### src/rtl/ahb_rr_arbiter_3p.sv
// Round-robin address-phase arbiter for one AHB output stage shared by three input ports.
// Burst and lock tracking keep the current owner on the slave until the transfer sequence can be broken.
module ahb_rr_arbiter_3p (
    input  logic       HCLK,
    input  logic       HRESETn,
    input  logic       req_port0,
    input  logic       req_port1,
    input  logic       req_port2,
    input  logic       HREADYM,
    input  logic       HSELM,
    input  logic [1:0] HTRANSM,
    input  logic [2:0] HBURSTM,
    input  logic       HMASTLOCKM,
    output logic [1:0] addr_in_port,
    output logic       no_port
);

    localparam logic [1:0] TRANS_IDLE   = 2'b00;
    localparam logic [1:0] TRANS_BUSY   = 2'b01;
    localparam logic [1:0] TRANS_NONSEQ = 2'b10;
    localparam logic [1:0] TRANS_SEQ    = 2'b11;
    localparam logic [2:0] BURST_INCR   = 3'b001;

    logic [3:0] beat_cnt;
    logic [3:0] beat_load;
    logic [3:0] beat_next;
    logic       fixed_burst;
    logic       hold;
    logic [1:0] cand1;
    logic [1:0] cand2;
    logic       grant_valid;
    logic [1:0] grant_idx;

    function automatic logic req_of(input logic [1:0] idx, input logic r0,
                                    input logic r1, input logic r2);
        logic r;
        case (idx)
            2'd0:    r = r0;
            2'd1:    r = r1;
            2'd2:    r = r2;
            default: r = 1'b0;
        endcase
        return r;
    endfunction

    always_comb begin
        fixed_burst = HBURSTM[2] | HBURSTM[1];
        case (HBURSTM[2:1])
            2'b01:   beat_load = 4'd3;
            2'b10:   beat_load = 4'd7;
            2'b11:   beat_load = 4'd15;
            default: beat_load = 4'd0;
        endcase

        // Remaining-beat count describes the beats still to come after the current one.
        beat_next = beat_cnt;
        if (HSELM && (HTRANSM == TRANS_NONSEQ))
            beat_next = beat_load;
        else if ((HTRANSM == TRANS_SEQ) && (beat_cnt != 4'd0))
            beat_next = beat_cnt - 4'd1;
        else if (HTRANSM == TRANS_IDLE)
            beat_next = 4'd0;

        hold = HMASTLOCKM
            || ((HTRANSM == TRANS_NONSEQ) && fixed_burst)
            || ((HTRANSM == TRANS_SEQ) && (beat_cnt > 4'd1))
            || ((HTRANSM == TRANS_BUSY) && (beat_cnt != 4'd0))
            || ((HBURSTM == BURST_INCR)
                && ((HTRANSM == TRANS_SEQ) || (HTRANSM == TRANS_BUSY)));

        // Search order starts after the current owner, which comes last.
        cand1 = (addr_in_port == 2'd2) ? 2'd0 : addr_in_port + 2'd1;
        cand2 = (addr_in_port == 2'd0) ? 2'd2 : addr_in_port - 2'd1;

        grant_valid = 1'b1;
        grant_idx   = addr_in_port;
        if (req_of(cand1, req_port0, req_port1, req_port2))
            grant_idx = cand1;
        else if (req_of(cand2, req_port0, req_port1, req_port2))
            grant_idx = cand2;
        else if (req_of(addr_in_port, req_port0, req_port1, req_port2))
            grant_idx = addr_in_port;
        else
            grant_valid = 1'b0;
    end

    always_ff @(posedge HCLK or negedge HRESETn) begin
        if (!HRESETn) begin
            addr_in_port <= 2'd2;
            no_port      <= 1'b1;
            beat_cnt     <= 4'd0;
        end else if (HREADYM) begin
            beat_cnt <= beat_next;
            if (!hold) begin
                // With nobody requesting, the last grant stays as the pointer.
                if (grant_valid) begin
                    addr_in_port <= grant_idx;
                    no_port      <= 1'b0;
                end else begin
                    no_port <= 1'b1;
                end
            end
        end
    end

endmodule

### config.mk
export PLATFORM = sky130hd
export DESIGN_NAME = ahb_rr_arbiter_3p
export DESIGN_NICKNAME = d
export VERILOG_FILES = /design/src/rtl/ahb_rr_arbiter_3p.sv
export SDC_FILE = /design/constraint.sdc
export NUM_CORES = 1
export LEC_CHECK = 0
export ABC_AREA = 0
export CAP_MARGIN = 30
export CORE_MARGIN = 5
export CORE_UTILIZATION = 47
export DETAILED_ROUTE_END_ITERATION = 6
export PLACE_DENSITY_LB_ADDON = 0.25
export SLEW_MARGIN = 10
export SYNTH_ARGS = -nofsm -noshare
export SYNTH_HDL_FRONTEND = slang
export SYNTH_SLANG_ARGS = --single-unit
### constraint.sdc
create_clock -name HCLK -period 2.35 [get_ports HCLK]
set_clock_uncertainty 0.1 [all_clocks]
set_input_delay 0.235 -clock HCLK [delete_from_list [all_inputs] [get_ports HCLK]]
set_output_delay 0.235 -clock HCLK [all_outputs]
set_load 0.01 [all_outputs]
; Word level (Yosys, flattened, before mapping)
; Index checks and enable logic that the tools add are counted.
; Widths: inputs -> output; s select.
[op_classes]
addsub = 3
order_cmp = 1
div = 0
n_eq_ne = 13
n_mul = 0
muxes = 18
shift = 0
n_bitwise = 2
reduce_logical = 21
[ops]
columns = operator, count
row1 = $eq 2x2->1 const B, 7
row2 = $mux 4, 3
row3 = $pmux 4 s3, 1
row4 = $eq 2x1->1 const B, 5
row5 = $pmux 1 s3, 3
row6 = $logic_not 2->1, 4
row7 = $mux 2, 4
row8 = $mux 1, 7
row9 = $logic_and 1x1->1, 6
row10 = $logic_or 1x1->1, 5
row11 = $gt 4x1->1 const B, 1
row12 = $reduce_and 2->1, 2
row13 = $reduce_and 4->1, 1
row14 = $reduce_bool 4->1, 1
row15 = $sub 4x1->4 const B, 1
row16 = $eq 3x1->1 const B, 1
row17 = $reduce_bool 3->1, 1
row18 = $add 2x1->2 const B, 1
row19 = $reduce_bool 2->1, 1
row20 = $sub 2x1->2 const B, 1
row21 = $not 1->1, 1
row22 = $or 1x1->1, 1
[totals]
romBits = 0
latchBits = 0
n_memories = 0
ramBits = 0
reg_bits = 7
output_inout_bits = 3
word_cells = 61
in_bits = 13

; Depth between registers and ports, before layout
; Gate-level depths: netlist (run 1).
[logic_depth]
ltp_word = 11
mapped_depth = 6
mapped_depth_nobuf = 6

; Worst setup path before layout (run 1)
; OpenSTA, ideal clock, no wires.
[synth_timing]
kind = reg-to-reg
startpoint = reg addr_in_port[1]
endpoint = reg addr_in_port[1]
required_ps = 2175
path_buffers = 0
arrival_time_ps = 1944
synth_period_minus_slack_ps = 2118
path_stages_with_launch = 7
setup_ps = 75
path_slack_ps = 232
cell_sequence = dfstp_2 inv_1 ha_1 a222oi_1 a21oi_1 o2111ai_2 mux2i_1
[synth_via]
elab_chain_len = 8
elab_cells_between_ends = 26
classes_between = 2 x add/sub / 6 x eq/ne / 13 x mux / 5 x reduce/logical
[synth_lines]
columns = element, line
row1 = "start, declared", 14  ; output logic [1:0] addr_in_port,
row2 = "start signal, assigned", 97  ; addr_in_port <= grant_idx;
row3 = "$sub 2x1->2, or another cell as far along", 73  ; cand2 = (addr_in_port == 2'd0) ? 2'd2 : addr_in_port - 2'd1;
row4 = $mux 2 or $pmux 1 s3 (tied branches), "73, 37"
row5 = "$eq 2x2->1, or another cell as far along", 37  ; case (idx)
row6 = $pmux 1 s3 or $mux 1 (tied branches), "37, 77"
row7 = $mux 1 (on tied branches), "77, 81"
row8 = $mux 1, 79  ; else if (req_of(cand2, req_port0, req_port1, req_port2))
row9 = $mux 1, 77  ; if (req_of(cand1, req_port0, req_port1, req_port2))
row10 = $reduce_and 4->1 (no source line), -
; Parallel ways exist; a longest one is shown, timed or not. The select of a mux whose other input is x is not followed.
; A chain may end at the register's enable or synchronous reset.

; Worst setup path in the final report (run 1)
[layout_timing]
startpoint = reg addr_in_port[1]
endpoint = reg addr_in_port[0]
; The elaborated chain is that of the path after synthesis.

==> results.sh, run 1 <==
export IMPL_drtIter0Drc=18
export IMPL_yosysTopAreaCell="dfrtp_1"
export IMPL_finalSetupViolations=0
export IMPL_dieArea_um2=2185
export IMPL_core_area_um2=1285
export IMPL_via_per_inst=5.696
export IMPL_synth_most_common_cell="ha_1"
export IMPL_top_usage_layer="met2"
export IMPL_cts_resized=0
export IMPL_relSlewSlack=0.6866
export IMPL_cts_hold_buffers_added=0
export IMPL_htreeDepth=1
export IMPL_cts_setup_buffers=0
export IMPL_routed_wl_mm=1.440
export IMPL_finalCritPeriodShare=0.9167
export IMPL_die_x_um=46.74
export IMPL_cap_violations=0
export IMPL_critical_path_cell_chain="inv_1 -> ha_1 -> a222oi_1 -> a21oi_1 -> o2111ai_2 -> mux2i_1"
export IMPL_core_rowCount=13
export IMPL_route_detailed_drc=0
export IMPL_fillers=117
export IMPL_slew_viol_final=0
export IMPL_grtUsageTotal=0.1417
export IMPL_cp_buffers_inverters=1
export IMPL_worst_ep_arrival_time_ps=2200
export IMPL_timing_fmax_ghz=0.4642
export IMPL_cts_root_buf="clkbuf_4"
export IMPL_path_clk_slew_ps=50
export IMPL_hp_class="in2async"
export IMPL_synth_top_area_frac=0.1972
export IMPL_grt_pass1_wl_mm=2.359
export IMPL_avgSynthCellArea_um2=9.468
export IMPL_worst_pin_slew_ps=464.0
export IMPL_synth_seq_cells=7
export IMPL_p_leak_nw=0.3610
export IMPL_clkPwrFrac=0.110
export IMPL_place_inst=98
export IMPL_met2_usage=0.2253
export IMPL_clk_latency_ps=230
export IMPL_dp_hpwl_mm=1.181
export IMPL_cts_tree="yes"
export IMPL_grt_max_degree=8
export IMPL_reg2reg_to="addr_in_port[0]"
export IMPL_synth_top_flop_cell="dfrtp_1"
export IMPL_power_frac_seq=0.276
export IMPL_dr_pass1_iters=4
export IMPL_antenna_left=0
export IMPL_setup_tns_ps=0
export IMPL_grt_overflow=0
export IMPL_finalWeightedCongestion=0.8057
export IMPL_yosys_warnings=0
export IMPL_cp_top_family="compound AO/OA/AOI/OAI gates"
export IMPL_fin_ws_ps=195.8
export IMPL_r2r_start="addr_in_port[1]"
export IMPL_drive_gt1_frac=0.1264
export IMPL_synthDistinctLibCells=29
export IMPL_end_kind="register"
export IMPL_power_share_combinational=0.613
export IMPL_cts_path_max_buffers=2
export IMPL_die_h_um=46.74
export IMPL_rr_worst_depth=6
export IMPL_port_buffer_count=15
export IMPL_syn_inst=67
export IMPL_yosys_top_cells_area="dfrtp_1 20%, ha_1 18%, dfstp_2 8.3%, mux2i_1 4.7%, o21ai_0 3.9%"
export IMPL_route_detailed_wl_per_inst_um=14.12
export IMPL_ys_seq_area_frac=0.2801
export IMPL_antenna_cells=0
export IMPL_syn_nets=89
export IMPL_period_minus_slack_ps=2154
export IMPL_netlist_area_um2=634.4
export IMPL_syn_to_final_growth_pct=31.95
export IMPL_start_util=0.4937
export IMPL_final_nets=110
export IMPL_place_area_um2=810.8
export IMPL_yosys_top_cells_count="9 x ha_1, 6 x inv_1, 5 x dfrtp_1, 5 x o21ai_0, 4 x nor2_1"
export IMPL_stdcell_area_um2=837.1
export IMPL_critPathMaxStageDelay_ps=580
export IMPL_worst_path_max_fanout=6
export IMPL_vdd_drop_max_mv=0.6733
export IMPL_grtUsageMet3=0.01533
export IMPL_swShare=0.4229
export IMPL_cp_startpoint="addr_in_port[1]"
export IMPL_instances_no_fill=102
export IMPL_cp_data_required_time_ps=2400
export IMPL_power_internal_uw=519.6
export IMPL_grt_antenna_before_repair=0
export IMPL_async_flop_share=1.000
export IMPL_crit_type="reg2reg"
export IMPL_first_global_vias=531
export IMPL_p_switching_uw=380.9
export IMPL_r2r_slack_ps=200
export IMPL_rsz0062_at_grt="no"
export IMPL_setup_worst_path_start_class="register"
export IMPL_cp_slowest_cell="dfstp_2"
export IMPL_use_met1=0.2217
export IMPL_cellPowerDensity_nw_per_um2=1076
export IMPL_pin_count=16
export IMPL_clock_sinks=7
export IMPL_via_count=581
export IMPL_hold_violations=0
export IMPL_outcome="finished, final reports clean"
export IMPL_synth_edf_count=0
export IMPL_pre_cts_ws_ps=237.9
export IMPL_cts_buffers_inserted=3
## power groups by stage
stage	clock network [mW]	logic (mW)	registers, mW
5_1_grt	0.109	0.620	0.259
4_1_cts	0.101	0.552	0.247
3_3_place_gp	0	0.542	0.245
2_1_floorplan	0	0.361	0.246
3_5_place_dp	0	0.549	0.248
6_report	0.0993	0.552	0.249
## layout make-up
type | count | area [µm²] | share of cell area
clock buffers | 4 | 26.28 | 0.03139
inverters | 6 | 22.52 | 0.02691
multi-input cells | 54 | 434.2 | 0.5187
flip-flops and latches | 7 | 177.7 | 0.2123
well taps | 15 | 18.77 | 0.02242
repair buffers | 16 | 157.7 | 0.1883
## stage by stage
stage	total power [mW]	hold slack (ps)	utilization
finish	0.9005	146.7	0.6514
global route	0.9880	160.5	0.6514
CTS	0.9004	151.3	0.6514
detailed placement	0.7970	401.7	0.6310
global placement	0.7864	400.1	0.6310
floorplan	0.6064	-160.6	-
## state kept, by name, summed over array words and instances, names as in the netlist
register      cells
no_port           1
beat_cnt          4
addr_in_port      2
## routing by layer
layer,part of all wire,wire [µm],up-vias
met3,0.088,126,0
met5,0,0,-
met1,0.50,720,257
li1,-,-,301
met2,0.41,592,23
met4,0,0,0
## how the worst max path moves through the flow
stage / end / slack (ps) / depth (start not counted)
floorplan: addr_in_port[1] / 230 / 6
global placement: addr_in_port[1] / 350 / 6
detailed placement: addr_in_port[0] / 240 / 6
CTS: addr_in_port[0] / 220 / 6
global route: addr_in_port[0] / 10 / 6
finish: addr_in_port[0] / 200 / 6
## cells by family (layout without fill, tap and decap cells)
kind of cell    after synthesis  after routing  share of synthesized area
compound gates               22             22                     0.2682
simple gates                 18             18                     0.1558
fa+ha+maj                     9              9                     0.1775
flops                         7              7                     0.2801
buf+inv                       6             26                    0.03550
mux                           5              5                    0.08284
## cell usage in the layout (no fill, tap or decap)
cell | synthesis | final
ha_1 | 9 | 9
dfstp_2 | 2 | 2
mux2i_1 | 3 | 3
o22ai_1 | 2 | 2
o31a_1 | 1 | 1
a222oi_1 | 2 | 2
nor4_1 | 1 | 1
o211ai_1 | 2 | 2
and3b_1 | 1 | 1
nand3_1 | 1 | 1
a32o_1 | 2 | 2
clkbuf_4 | 0 | 3
inv_1 | 6 | 6
nor3b_1 | 2 | 2
nor2_1 | 4 | 4
o21ai_0 | 5 | 5
o2bb2ai_1 | 1 | 1
buf_4 | 0 | 1
dfrtp_1 | 5 | 5
nand2_1 | 2 | 2
a22oi_1 | 1 | 1
nor3_1 | 2 | 2
or2_2 | 2 | 2
clkdlybuf4s50_1 | 0 | 15
o2111ai_2 | 1 | 1
mux2_2 | 2 | 2
a32oi_1 | 1 | 1
nor2b_1 | 2 | 2
clkbuf_1 | 0 | 1
nand2b_1 | 1 | 1
o41ai_1 | 1 | 1
o311a_1 | 1 | 1
a21oi_1 | 2 | 2
Note: power is estimated with default switching activity, not from simulation.
==> run 2, diff against run 1 <==
--- a/config.mk
+++ b/config.mk
@@ -8,8 +8,9 @@
 export ABC_AREA = 0
 export CAP_MARGIN = 30
 export CORE_MARGIN = 5
-export CORE_UTILIZATION = 47
+export CORE_UTILIZATION = 40
 export DETAILED_ROUTE_END_ITERATION = 6
+export GPL_ROUTABILITY_DRIVEN = 1
 export PLACE_DENSITY_LB_ADDON = 0.25
 export SLEW_MARGIN = 10
 export SYNTH_ARGS = -nofsm -noshare
==> run 2 against run 1 <==
Effect of this change: sequential share of layout area about the same; die area increased by 14%; non-clock buffer count unchanged; global-route usage decreased by 2.0 points; critical endpoint is now addr_in_port[1].
==> results.sh, run 2 (synthesis gave the netlist of run 1 again) <==
export IMPL_relSlewSlack=0.6879
export IMPL_place_area_um2=812.0
export IMPL_final_common_cell="clkdlybuf4s50_1"
export IMPL_cp_top_family="compound AO/OA/AOI/OAI gates"
export IMPL_cp_data_required_time_ps=2430
export IMPL_dp_hpwl_mm=1.124
export IMPL_finalCritPeriodShare=0.8932
export IMPL_cp_slowest_cell="dfstp_2"
export IMPL_dieArea_um2=2483
export IMPL_dr_pass1_iters=4
export IMPL_grt_max_degree=8
export IMPL_first_global_vias=527
export IMPL_setup_worst_path_start_class="register"
export IMPL_end_kind="register"
export IMPL_cts_root_buf="clkbuf_4"
export IMPL_stdcell_area_um2=838.3
export IMPL_grt_overflow=0
export IMPL_htreeDepth=1
export IMPL_largest_reg_flops=4
export IMPL_start_util=0.4211
export IMPL_hp_class="in2async"
export IMPL_finalPower_uw=899.8
export IMPL_rsz0062_at_grt="no"
export IMPL_drive_gt1_frac=0.1264
export IMPL_routed_wl_mm=1.408
export IMPL_via_count=596
export IMPL_outcome="finished, final reports clean"
export IMPL_cts_path_max_buffers=2
export IMPL_setup_tns_ps=0
export IMPL_finalSetupViolations=0
export IMPL_die_x_um=49.83
export IMPL_cp_buffers_inverters=1
export IMPL_port_buffer_count=15
export IMPL_cts_resized=0
export IMPL_grt_antenna_before_repair=0
export IMPL_antenna_left=0
export IMPL_die_h_um=49.83
export IMPL_top_regs="beat_cnt x4, addr_in_port x2, no_port x1"
export IMPL_route_detailed_drc=0
export IMPL_core_rowCount=14
export IMPL_path_clk_slew_ps=50
export IMPL_pin_count=16
export IMPL_p_leak_nw=0.3610
export IMPL_drtIter0Drc=23
export IMPL_layout_common_cells="15 x clkdlybuf4s50_1, 9 x ha_1, 6 x inv_1"
export IMPL_cts_tree="yes"
export IMPL_final_util=0.5565
export IMPL_core_area_um2=1506
export IMPL_clk_latency_ps=240
export IMPL_worst_pin_slew_ps=462.1
export IMPL_route_detailed_wl_per_inst_um=13.67
export IMPL_worst_ep_arrival_time_ps=2180
export IMPL_crit_type="reg2reg"
export IMPL_timing_fmax_ghz=0.4764
export IMPL_cap_violations=0
export IMPL_hold_violations=0
export IMPL_finalWeightedCongestion=0.7861
export IMPL_cellPowerDensity_nw_per_um2=1073
export IMPL_grtUsageTotal=0.1219
export IMPL_regMostFlops="beat_cnt"
export IMPL_antenna_cells=0
export IMPL_clock_sinks=7
export IMPL_grt_pass1_wl_mm=2.415
export IMPL_critical_path_cell_chain="inv_1 -> ha_1 -> a222oi_1 -> a21oi_1 -> o2111ai_2 -> mux2i_1"
export IMPL_final_nets=110
export IMPL_worst_path_max_fanout=6
export IMPL_critPathMaxStageDelay_ps=570
export IMPL_cts_setup_buffers=0
export IMPL_cts_hold_buffers_added=0
export IMPL_fin_ws_ps=251.0
export IMPL_cts_buffers_inserted=3
export IMPL_pre_cts_ws_ps=266.4
export IMPL_syn_to_final_growth_pct=32.15
export IMPL_period_minus_slack_ps=2099
export IMPL_vdd_drop_max_mv=0.5774
export IMPL_slew_viol_final=0
export IMPL_via_per_inst=5.786
[run 2: cell counts in the layout (fill, tap and decap cells not counted)]
Identical to the previous run, type by type.
[run 2: layout make-up]
class | count | area (µm²)
fill | 141 | 668.1
tap | 16 | 20.02
timing repair buffer | 16 | 157.7
multi-input combinational | 54 | 434.2
clock buffer | 4 | 26.28
sequential | 7 | 177.7
inverter | 6 | 22.52
[run 2: power breakdown]
group          switching, mW  leakage [nW]  total, mW  internal [mW]
registers             0.0602        0.0867      0.245          0.184
clock network         0.0408        0.0150      0.105         0.0645
logic                  0.280         0.259      0.550          0.270
[run 2: layer usage]
layer | wire, µm | vias to the layer above | track usage
met4 | 0 | 0 | 0.03930
met5 | 0 | - | 0
met2 | 583 | 22 | 0.1589
met1 | 717 | 274 | 0.1811
met3 | 107 | 0 | 0.04518
li1 | - | 300 | -
[run 2: worst paths after layout]
path,start,end,slack [ps],cells past startpoint
setup / recovery,addr_in_port[1],addr_in_port[1],250,6
hold / removal,HRESETn,addr_in_port[0],140,1
setup reg to reg,addr_in_port[1],addr_in_port[1],250,6
hold reg to reg,beat_cnt[3],beat_cnt[3],470,1
max in group asynchronous,HRESETn,addr_in_port[1],1730,1
min in group HCLK,beat_cnt[3],beat_cnt[3],470,1
[run 2: metrics by stage]
step	hold WS (ps)	cells
after floorplan	-160.6	67
after global placement	406.4	99
after detailed placement	406.4	99
after CTS	130.6	103
after global routing	141.8	103
final	137.0	103
==> run 3, diff against run 2 <==
--- a/config.mk
+++ b/config.mk
@@ -11,7 +11,7 @@
 export CORE_UTILIZATION = 40
 export DETAILED_ROUTE_END_ITERATION = 6
 export GPL_ROUTABILITY_DRIVEN = 1
-export PLACE_DENSITY_LB_ADDON = 0.25
+export PLACE_DENSITY = 0.67
 export SLEW_MARGIN = 10
 export SYNTH_ARGS = -nofsm -noshare
 export SYNTH_HDL_FRONTEND = slang
==> constraint.sdc (replaced) <==
create_clock -name HCLK -period 2.05 [get_ports HCLK]
set_clock_uncertainty 0.1 [all_clocks]
set_input_delay 0.205 -clock HCLK [delete_from_list [all_inputs] [get_ports HCLK]]
set_output_delay 0.205 -clock HCLK [all_outputs]
set_load 0.01 [all_outputs]
==> run 3 against run 2 <==
Effect of this change: power increased by 22%; die area unchanged; core utilization increased by 2.4 points; combinational power increased by 29%; maximum frequency increased by 8.2%; flip-flop and latch count unchanged; critical path depth unchanged; sequential power increased by 9.0%; clock power increased by 16%; setup slack got worse by 140 ps; cell count increased by 2.9%; largest power group unchanged; highest routed layer is now met4.
==> results.sh, run 3 (synthesis gave the netlist of run 1 again) <==
export IMPL_outcome="finished, final reports clean"
export IMPL_top_regs="beat_cnt x4, addr_in_port x2, no_port x1"
export IMPL_dp_hpwl_mm=1.213
export IMPL_final_common_cell="clkdlybuf4s50_1"
export IMPL_grt_max_degree=8
export IMPL_final_nets=113
export IMPL_cp_data_required_time_ps=2080
export IMPL_relSlewSlack=0.7437
export IMPL_grt_overflow=0
export IMPL_via_per_inst=5.670
export IMPL_worst_ep_arrival_time_ps=1970
export IMPL_p_leak_nw=0.3732
export IMPL_grt_antenna_before_repair=0
export IMPL_p_switching_uw=460.5
export IMPL_grt_pass1_wl_mm=2.580
export IMPL_htreeDepth=1
export IMPL_finalPower_mw=1.100
export IMPL_cap_violations=0
export IMPL_place_inst=101
export IMPL_syn_to_final_growth_pct=37.87
export IMPL_core_rowCount=14
export IMPL_cts_hold_buffers_added=0
export IMPL_worst_path_max_fanout=4
export IMPL_clock_sinks=7
export IMPL_setup_tns_ps=0
export IMPL_largest_reg_flops=4
export IMPL_cellPowerDensity_nw_per_um2=1258
export IMPL_pre_cts_ws_ps=38.30
export IMPL_regArea_um2=178.9
export IMPL_hp_class="in2async"
export IMPL_r2r_slack_ps=110
export IMPL_slew_viol_final=0
export IMPL_cts_root_buf="clkbuf_4"
export IMPL_hold_violations=0
export IMPL_multiInputGateArea_um2=446.7
export IMPL_vdd_drop_max_mv=0.5894
export IMPL_regMostFlops="beat_cnt"
export IMPL_layout_common_cells="15 x clkdlybuf4s50_1, 8 x ha_1, 5 x inv_1, 5 x o21ai_0"
export IMPL_start_util=0.4211
export IMPL_cts_path_max_buffers=2
export IMPL_cts_buffers_inserted=3
export IMPL_rsz0062_at_grt="no"
export IMPL_antenna_cells=0
export IMPL_instances_no_fill=106
export IMPL_setup_worst_path_start_class="register"
export IMPL_period_minus_slack_ps=1940
export IMPL_path_clk_slew_ps=50
export IMPL_power_frac_seq=0.243
export IMPL_dr_pass1_iters=6
export IMPL_end_kind="register"
export IMPL_finalCritPeriodShare=0.9461
export IMPL_fillers=138
export IMPL_routed_wl_mm=1.475
export IMPL_first_global_vias=584
export IMPL_power_internal_uw=639.6
export IMPL_fin_ws_ps=110.5
export IMPL_clk_latency_ps=250
export IMPL_route_detailed_wl_per_inst_um=13.92
export IMPL_swShare=0.4186
export IMPL_port_buffer_count=15
export IMPL_antenna_left=0
export IMPL_clkPwrFrac=0.111
export IMPL_route_detailed_drc=0
export IMPL_finalSetupViolations=0
export IMPL_die_x_um=49.83
export IMPL_power_share_combinational=0.646
export IMPL_die_h_um=49.83
export IMPL_final_util=0.5806
export IMPL_worst_pin_slew_ps=384.5
export IMPL_via_count=601
export IMPL_core_area_um2=1506
export IMPL_drive_gt1_frac=0.1889
export IMPL_drtIter0Drc=52
export IMPL_timing_fmax_ghz=0.5156
export IMPL_cts_tree="yes"
export IMPL_grtUsageTotal=0.1325
export IMPL_dieArea_um2=2483
export IMPL_finalWeightedCongestion=0.8533
export IMPL_pin_count=16
export IMPL_crit_type="reg2reg"
run 3: cell types whose count changed in the layout (fill, tap and decap cells not counted), sizes merged:
cell	before	now
buf	1	4
run 3: per-stage QoR:
| stage | instance area [µm²] | hold WS [ps] |
|---|---|---|
| after floorplan | 646.9 | -190.6 |
| after global placement | 839.6 | 375.4 |
| after detailed placement | 839.6 | 385.1 |
| after CTS | 865.8 | 111.3 |
| after global routing | 874.6 | 122.7 |
| final | 874.6 | 112.9 |
run 3: timing repair:
item / CTS / global route
setup endpoints to repair: 0 / 2
setup buffers: 0 / 1
gates resized for setup: 0 / 1
run 3: metal layers:
metal  global-route usage  up-vias  routed length [µm]
li1                     -      304                   -
met1               0.1926      273                 751
met2               0.1843       22                 639
met3              0.01506        2                  67
met4              0.07860        0                  17
met5                    0        -                   0
run 3: final cells by class:
class,instances,area share
Sequential cell,7,0.2046
Timing Repair Buffer,19,0.2060
Tap cell,16,0.02289
Clock buffer,4,0.03004
Multi-Input combinational cell,54,0.5107
Inverter,6,0.02575
run 3: power groups by stage:
stage	clock, mW	combinational (mW)	sequential (mW)
after detailed placement	0	0.680	0.281
after global placement	0	0.669	0.280
after global routing	0.140	0.797	0.275
final	0.122	0.711	0.267
after CTS	0.130	0.681	0.279
after floorplan	0	0.427	0.288
run 3: worst max-delay path, cell delays in order (launching register included):
cell and delay [ps]:
dfrtp_1 390, inv_1 130, ha_1 180, nor3b_1 310, o22ai_1 190, nand2_1 170
mux2_2 350
run 3: worst paths after layout:
check	cells after the start	from	to
worst max-delay path	6	beat_cnt[1]	beat_cnt[0]
worst min-delay path	1	HRESETn	beat_cnt[0]
worst max register to register	6	beat_cnt[1]	beat_cnt[0]
worst min register to register	2	addr_in_port[1]	addr_in_port[1]
max in group asynchronous	1	HRESETn	no_port
min in group HCLK	2	addr_in_port[1]	addr_in_port[1]
